**src/rtl/writeback_queue_pkg.sv**
```systemverilog
// Shared widths and constants for the writeback queue.
// REG_WIDTH mirrors the global register width; queue depth and entry field widths live alongside it.
package writeback_queue_pkg;
  localparam int REG_WIDTH     = 16;
  localparam int WBQ_DEPTH     = 4;
  localparam int WBQ_IDX_WIDTH = 4;
  localparam int WBQ_PTR_WIDTH = 2;
  localparam int WBQ_CNT_WIDTH = 3;

  // Slots left for new results once this cycle's pop (if any) has left the buffer.
  function automatic logic [WBQ_CNT_WIDTH-1:0] wbq_free_slots(
    input logic [WBQ_CNT_WIDTH-1:0] count,
    input logic                     pop
  );
    return WBQ_CNT_WIDTH'(WBQ_DEPTH) - count + {{(WBQ_CNT_WIDTH-1){1'b0}}, pop};
  endfunction
endpackage

```
**src/rtl/writeback_queue_entry_fifo.sv**
```systemverilog
// Circular buffer of {RegIdx, Data} entries: one pop and zero to two pushes per cycle.
module wb_entry_fifo
  import writeback_queue_pkg::*;
(
  input  logic                     clk,
  input  logic                     rst_n,
  input  logic                     pop,
  input  logic [1:0]               push_n,
  input  logic [WBQ_IDX_WIDTH-1:0] push0_idx,
  input  logic [REG_WIDTH-1:0]     push0_data,
  input  logic [WBQ_IDX_WIDTH-1:0] push1_idx,
  input  logic [REG_WIDTH-1:0]     push1_data,
  output logic [WBQ_IDX_WIDTH-1:0] head_idx,
  output logic [REG_WIDTH-1:0]     head_data,
  output logic [WBQ_CNT_WIDTH-1:0] count
);
  logic [WBQ_IDX_WIDTH-1:0] idx_mem  [WBQ_DEPTH];
  logic [REG_WIDTH-1:0]     data_mem [WBQ_DEPTH];
  logic [WBQ_PTR_WIDTH-1:0] rd_ptr;
  logic [WBQ_PTR_WIDTH-1:0] wr_ptr;

  assign head_idx  = idx_mem[rd_ptr];
  assign head_data = data_mem[rd_ptr];

  always_ff @(posedge clk or negedge rst_n) begin
    if (!rst_n) begin
      rd_ptr <= '0;
      wr_ptr <= '0;
      count  <= '0;
    end else begin
      if (pop) rd_ptr <= rd_ptr + 2'd1;
      wr_ptr <= wr_ptr + push_n;
      count  <= count - {2'b00, pop} + {1'b0, push_n};
    end
  end

  // Payload needs no reset: validity is carried entirely by count.
  always_ff @(posedge clk) begin
    if (push_n != 2'd0) begin
      idx_mem[wr_ptr]  <= push0_idx;
      data_mem[wr_ptr] <= push0_data;
    end
    if (push_n == 2'd2) begin
      idx_mem[wr_ptr + 2'd1]  <= push1_idx;
      data_mem[wr_ptr + 2'd1] <= push1_data;
    end
  end
endmodule

```
**src/rtl/writeback_queue.sv**
```systemverilog
// Merges load and ALU results into a single in-order register writeback stream.
// Stored entries drain first, then Mem, then ALU; results beyond capacity are dropped youngest-first.
module writeback_queue
  import writeback_queue_pkg::*;
(
  input  logic                     I_CLOCK,
  input  logic                     I_RESET_N,
  input  logic                     I_LOCK,
  input  logic                     I_MemValid,
  input  logic [WBQ_IDX_WIDTH-1:0] I_MemRegIdx,
  input  logic [REG_WIDTH-1:0]     I_MemData,
  input  logic                     I_AluValid,
  input  logic [WBQ_IDX_WIDTH-1:0] I_AluRegIdx,
  input  logic [REG_WIDTH-1:0]     I_AluData,
  output logic                     O_WriteBackEnable,
  output logic [WBQ_IDX_WIDTH-1:0] O_WriteBackRegIdx,
  output logic [REG_WIDTH-1:0]     O_WriteBackData,
  output logic                     O_QueueStall,
  output logic [2:0]               O_Count,
  output logic                     O_Overflow
);
  logic                     pop;
  logic [1:0]               push_n;
  logic [WBQ_IDX_WIDTH-1:0] p0_idx, p1_idx, cand_idx, head_idx;
  logic [REG_WIDTH-1:0]     p0_data, p1_data, cand_data, head_data;
  logic                     cand_valid;
  logic                     drop;
  logic [WBQ_CNT_WIDTH-1:0] want;
  logic [WBQ_CNT_WIDTH-1:0] free;
  logic [WBQ_CNT_WIDTH-1:0] fifo_count;

  always_comb begin
    pop        = 1'b0;
    cand_valid = 1'b0;
    cand_idx   = '0;
    cand_data  = '0;
    p0_idx     = I_MemRegIdx;
    p0_data    = I_MemData;
    p1_idx     = I_AluRegIdx;
    p1_data    = I_AluData;
    want       = '0;
    if (I_LOCK) begin
      if (fifo_count != '0) begin
        pop        = 1'b1;
        cand_valid = 1'b1;
        cand_idx   = head_idx;
        cand_data  = head_data;
        if (I_MemValid) begin
          want = 3'd1 + {2'b00, I_AluValid};
        end else if (I_AluValid) begin
          p0_idx  = I_AluRegIdx;
          p0_data = I_AluData;
          want    = 3'd1;
        end
      end else if (I_MemValid) begin
        // Empty queue: Mem bypasses to the output, ALU (if any) is stored.
        cand_valid = 1'b1;
        cand_idx   = I_MemRegIdx;
        cand_data  = I_MemData;
        p0_idx     = I_AluRegIdx;
        p0_data    = I_AluData;
        want       = {2'b00, I_AluValid};
      end else if (I_AluValid) begin
        cand_valid = 1'b1;
        cand_idx   = I_AluRegIdx;
        cand_data  = I_AluData;
      end
    end
    free   = wbq_free_slots(fifo_count, pop);
    drop   = want > free;
    push_n = drop ? free[1:0] : want[1:0];
  end

  wb_entry_fifo u_fifo (
    .clk        (I_CLOCK),
    .rst_n      (I_RESET_N),
    .pop        (pop),
    .push_n     (push_n),
    .push0_idx  (p0_idx),
    .push0_data (p0_data),
    .push1_idx  (p1_idx),
    .push1_data (p1_data),
    .head_idx   (head_idx),
    .head_data  (head_data),
    .count      (fifo_count)
  );

  always_ff @(posedge I_CLOCK or negedge I_RESET_N) begin
    if (!I_RESET_N) begin
      O_WriteBackEnable <= 1'b0;
      O_WriteBackRegIdx <= '0;
      O_WriteBackData   <= '0;
      O_Overflow        <= 1'b0;
    end else begin
      O_WriteBackEnable <= cand_valid;
      if (cand_valid) begin
        O_WriteBackRegIdx <= cand_idx;
        O_WriteBackData   <= cand_data;
      end
      if (drop) O_Overflow <= 1'b1;
    end
  end

  assign O_Count      = fifo_count;
  assign O_QueueStall = fifo_count >= 3'd3;
endmodule

```
**config.mk**
```make
export PLATFORM = sky130hd
export DESIGN_NAME = writeback_queue
export DESIGN_NICKNAME = d
export VERILOG_FILES = /design/src/rtl/writeback_queue_pkg.sv /design/src/rtl/writeback_queue_entry_fifo.sv /design/src/rtl/writeback_queue.sv
export SDC_FILE = /design/constraint.sdc
export NUM_CORES = 1
export LEC_CHECK = 0
export BUFFER_PORTS_ARGS = -buffer_cell sky130_fd_sc_hd__buf_4
export CAP_MARGIN = 10
export CORE_MARGIN = 8
export CORE_UTILIZATION = 30
export DETAILED_ROUTE_END_ITERATION = 10
export PLACE_DENSITY = 0.5
export SYNTH_ARGS = -nofsm -noshare
export SYNTH_HDL_FRONTEND = slang
export SYNTH_HIERARCHICAL = 1
export SYNTH_SLANG_ARGS = --single-unit
```
**constraint.sdc**
```tcl
create_clock -name I_CLOCK -period 6.72 [get_ports I_CLOCK]
set_clock_uncertainty 0.1 [all_clocks]
set_input_delay 1.344 -clock I_CLOCK [delete_from_list [all_inputs] [get_ports I_CLOCK]]
set_output_delay 1.344 -clock I_CLOCK [all_outputs]
set_load 0.05 [all_outputs]
```
==> After elaboration in Yosys (flattened, before gate mapping) <==
Memory sizes are Yosys's and may differ from the RTL's.
Index checks and enable logic that the tools add are counted.
{ "totals": {"output_inout_bits": 26, "regBits": 29, "ram_bits": 80, "elab_cells": 56, "rom_bits": 0, "in_bits": 45, "latchBits": 0, "n_memories": 2} }
{ "memory_table": {"columns": ["memory", "words", "word_bits", "rd", "rd_clocked_by_memory_dff", "write_ports", "line", "text"], "rows": [
  ["u_fifo.data_mem", 4, 16, 1, 0, 2, "writeback_queue_entry_fifo.sv:18", "logic [REG_WIDTH-1:0] data_mem [WBQ_DEPTH];"],
  ["u_fifo.idx_mem", 4, 4, 1, 0, 2, "writeback_queue_entry_fifo.sv:17", "logic [WBQ_IDX_WIDTH-1:0] idx_mem [WBQ_DEPTH];"]
]} }
{ "op_classes": {"multipliers": 0, "bitwise": 0, "n_reduce_logical": 2, "n_mux": 34, "magnitude_cmp": 2, "div_mod_pow": 0, "shift": 0, "n_addsub": 8, "eq_ne": 1} }
{ "ops": {"columns": ["operator", "count"], "rows": [
  ["two-way mux 16 bit", 9],
  ["two-way mux 4 bit", 9],
  ["two-way mux 1 bit", 12],
  ["two-way mux 3 bit", 2],
  ["adder 2 x 1 -> 2 bit (second input constant)", 2],
  ["two-way mux 2 bit", 2],
  ["adder 3 x 1 -> 3 bit", 1],
  ["adder 3 x 2 -> 3 bit", 1],
  [">= comparator 3 x 2 -> 1 bit (second input constant)", 1],
  ["greater-than comparator 3 bit", 1],
  ["nonzero test 3 bit", 1],
  ["subtractor 3 x 1 -> 3 bit", 1],
  ["subtractor 3 bit (first input constant)", 1],
  ["adder 1 x 1 -> 2 bit (first input constant)", 1],
  ["adder 2 bit", 1],
  ["equality test 2 bit (second input constant)", 1],
  ["nonzero test 2 bit", 1]
]} }

==> Depth between registers and ports, before layout <==
{ "depth": {"depth_word": 9, "mapped_depth": 19, "depth_no_buf": 16} }

==> By module <==
Netlist, hierarchy kept.
{ "modules_own_cells": {"columns": ["mod", "seq_area_each_um2", "instances", "area_each_um2", "cells_per_inst"], "rows": [
  ["wb_entry_fifo", 2577.5, 1, 4275.4, 230],
  ["writeback_queue", 550.5, 1, 1617.8, 155]
]} }

==> Worst setup path after synthesis <==
Ideal clock, no wire load.
{ "synth_timing": {"path_kind": "input-to-reg", "startpoint": "input I_LOCK", "endpoint": "memory u_fifo.data_mem[0][0] (enable)", "path_slack_ns": 0.902, "stages": 13, "required_time_ns": 6.192, "setup_time_ns": 0.428, "path_buffers": 2, "arrival_ns": 5.290, "path_cell_list": "clkbuf_1 clkbuf_1 nand2_1 ha_1 inv_1 ha_1 inv_1 ha_1 nor2b_1 o211ai_1 mux2i_1 nor2_1 o31ai_1"} }
{ "synth_lines": {"columns": ["item", "line", "text"], "rows": [
  ["from (decl)", "writeback_queue.sv:8", "input logic I_LOCK,"],
  ["to (decl)", "writeback_queue_entry_fifo.sv:18", null]
]} }

==> results.txt <==
- Setup repair after global routing left no endpoint under its margin.
- Maximum single-stage delay on the critical path: 0.73 ns
- In the synthesized netlist, the cells that appear most often are mux2_2, edfxtp_1, dfrtp_1.
- Routing usage on met3: 0.0377
* Actual transition at the worst max-transition pin: 1.14 ns
- Setup violations remaining at the end of the flow were counted as 0.
- 71 I/O pins were placed.
- Using the TritonRoute via totals, the vias-per-cell ratio works out to 5.09.
- In the finished design, the share of the clock period the worst path needs comes to 0.758.
* Number of gates resized after CTS: 0
- The most used flip-flop cell after synthesis is edfxtp_1.
- Number of enable-type register cells in the synthesized netlist: 80
- In the global route stage, overall resource usage came out at 0.140.
- Top cell type's share of synthesized area: 0.408
* Detailed-placement wirelength estimate: 10500 µm
- Across the run, the number of max-cap violations was 0.
- Buffers inserted by post-CTS timing repair: 0
- Summed over all layers, the global routing overflow is 0.
* Total standard cell area after synthesis: 0.00589 mm²
- Number of clock sinks seen by CTS: 109
- Counting tap cells, the placed design contains a total of 700 instances.
* Master of the slowest instance on the critical path: mux2i_1
- After detailed routing, the average wire length per cell comes to 23.0 µm.
- Max IR drop VDD: 0.206 mV
* Net count reported at finish: 502
* Vias in the first global route: 4094
- The first detailed-routing pass took 4 iterations.
- Die outline area: 0.0244 mm²
- Area of the placeable core: 0.0194 mm²
- Final hold violation count: 0
* Setup slack after placement: 1.25 ns
* Critical Path Source Type: primary input
- Global routing's busiest layer: met2
- Die Ht: 156 µm
* Syn. warnings: 6
* Flip-flop and latch count after synthesis: 109
* Nets in the synthesized netlist: 441
* Number of antenna violations at the first check in global routing: 0
* Area growth from synthesis to layout: 18.3%
- Data on the critical path arrives at its endpoint at 5.09 ns.
* Cell with the most instances after synthesis: mux2_2
- Number of buffers created by CTS: 9
- With fillers left out, the area of the finished cells amounts to 0.00697 mm².
- Starting utilization of the core area: 0.304
- Measured on the finished design, the core utilization comes to 0.359.
* Cell chosen for the clock root: clkbuf_16
* Wirelength, routed: 16500 µm
- For the worst setup path, the data required time is 6.72 ns.
- Synthesized area per cell: 15.3 µm²
* Clock-pin slew of the registers on the worst-case setup and hold paths: 0.07 ns
* Seq/Total Area, Yosys: 0.531
* Pin count of the biggest net entering global routing: 30
- Synthesis instantiated 40 different standard cells from the library.
* TritonCTS clock tree: done
- For this run, global-route usage on met2 was measured as 0.237.
- In this run the worst path has a maximum fanout of 27.
* Result of the run: finished clean
- Setup slack on the critical path of the routed design comes to 1.63 ns.
- The number of pins exceeding their max-slew limit in the final report came to 0.
- Share of flip-flops with an asynchronous set or reset: 0.266
* Worst setup path category: primary input to register
- Placed Instance Area: 0.00669 mm²
- Latest clock arrival within the worst-skew pair: 0.35 ns
* Number of buffers inserted by port buffering: 70
- In this design, the critical path's most frequently occurring cell is ha_1.
- Summed over all failing endpoints, the final setup total negative slack is 0 ns.
- Leakage power total: 2.49 nW
* CTS Hold Bufs: 0
* Met1 demand-to-capacity share in global routing: 0.176
* Count of inserted antenna diode cells: 0
- Row generation in the floorplan step produced 51 rows.
- The detail route stage leaves a number of antenna-violating nets equal to 0.
- Fraction of final layout cells with drive strength greater than 1: 0.488
* Synth area leader: edfxtp_1
- Total number of H-tree levels: 3
* Max-slew headroom: 0.239
- The worst setup path is captured at a register.
* Worst hold path type: register to register
- Synth top area cells: edfxtp_1, mux2_2, dfrtp_1, mux4_2, o2bb2ai_1
* Fill count: 1902
- Shortest clock period the worst path allows after layout: 5.09 ns
- Remaining routing DRC violations: 0
- Detailed Route Iter0 Violations: 197
- Horizontal die dimension: 156 µm
* Number of buffers between clock root and the deepest sink: 2
- For this run, the top clock speed supported by timing is 0.196 GHz.
- The congestion estimate from routability-driven global placement came to 0.776.
- Global-route wire length before repair: 25500 µm
- Count of vias placed by the detailed router: 3641
- Power density relative to cell area: 465 mW/mm²
- After technology mapping, the gate count stands at 385.
- Once layout is complete, the cells apart from fillers number 716.
- Critical Path, Cell by Cell: buf_4 > nand2_1 > ha_1 > inv_1 > ha_1 > inv_1 > ha_1 > nor2b_1 > o211ai_1 > mux2i_1 > nand4b_1 > buf_4 > mux2_2
-- area by class of cell --
class,count,area (µm²),share of cell area
Clock inverter,4,22.5,0.00323
Inverter,14,52.6,0.00754
Sequential cell,109,3130,0.449
Timing Repair Buffer,82,616,0.0883
Tap cell,265,332,0.0476
Multi-Input combinational cell,230,2560,0.368
Clock buffer,12,256,0.0368
-- final timing paths --
path / slack (ns) / to / startpoint / depth (start not counted)
worst max-delay path: 1.63 / u_fifo/data_mem[0][4]$_DFFE_PP_ / I_LOCK / 13
worst min-delay path: 0.39 / O_WriteBackData[13]$_DFFE_PN0P_ / O_WriteBackData[13]$_DFFE_PN0P_ / 1
worst max register to register: 1.76 / u_fifo/data_mem[0][4]$_DFFE_PP_ / u_fifo/count[1]$_DFF_PN0_ / 14
worst min register to register: 0.39 / O_WriteBackData[13]$_DFFE_PN0P_ / O_WriteBackData[13]$_DFFE_PN0P_ / 1
max in group asynchronous: 5.35 / u_fifo/rd_ptr[0]$_DFFE_PN0P_ / I_RESET_N / 1
min in group asynchronous: 0.83 / O_WriteBackEnable$_DFF_PN0_ / I_RESET_N / 1
-- cell usage in the layout (no fill, tap or decap), types with 2 or more instances in the layout --
cell / count
o211ai_1: 21
mux4_2: 20
clkbuf_16: 9
dfrtp_1: 28
mux2_2: 95
nand2_1: 5
nor2b_1: 2
ha_1: 10
o2bb2ai_1: 20
mux2_1: 6
a221oi_1: 19
nor2_1: 2
inv_1: 14
clkinv_2: 2
buf_4: 82
edfxtp_1: 80
xnor2_1: 6
mux2i_1: 2
nand2b_1: 2
clkbuf_8: 2
-- sequential cells by signal, summed over array words and instances, names as in the netlist --
signal / flops
O_Overflow: 1
O_WriteBackData: 16
O_WriteBackEnable: 1
O_WriteBackRegIdx: 4
u_fifo/count: 3
u_fifo/data_mem: 64
u_fifo/idx_mem: 16
u_fifo/rd_ptr: 2
u_fifo/wr_ptr: 2
-- critical path: cells and delay by family --
family / cells / cell delay [ns]
AO/OA/AOI/OAI: 1 / 0.31
adder cells (fa/ha/maj): 3 / 0.67
buffers and inverters: 4 / 0.80
multiplexers: 2 / 1.09
AND/OR/NAND/NOR: 3 / 0.88
-- metal layers --
layer | part of all wire | up-vias
met2 | 0.49 | 78
li1 | - | 1669
met5 | 0 | -
met3 | 0.041 | 14
met1 | 0.45 | 1880
met4 | 0.015 | 0
-- through the flow --
step | total power, mW | hold slack (ns)
global placement | 2.73 | 0.373
global route | 3.44 | 0.414
detailed placement | 2.77 | 0.375
finish | 3.24 | 0.395
CTS | 3.29 | 0.399
floorplan | 2.27 | 0.481
-- where the power goes --
part           internal [mW]  switching (mW)  leakage, nW  total (mW)
Combinational          0.620           0.830         1.27        1.45
Clock                  0.271           0.241        0.140       0.511
Sequential              1.07           0.201         1.08        1.28
Total                   1.97            1.27         2.49        3.24
-- logic make-up after synthesis --
logic type / Yosys count / synth area share
buffers and inverters: 46 / 0.0412
DFF: 109 / 0.531
muxes: 124 / 0.275
adders and majority gates: 11 / 0.0246
AOI/OAI and AO/OA: 66 / 0.0928
and+or+nand+nor: 22 / 0.0251
xor gates and xnor gates: 7 / 0.0104
Note: power is estimated with default switching activity, not from simulation.
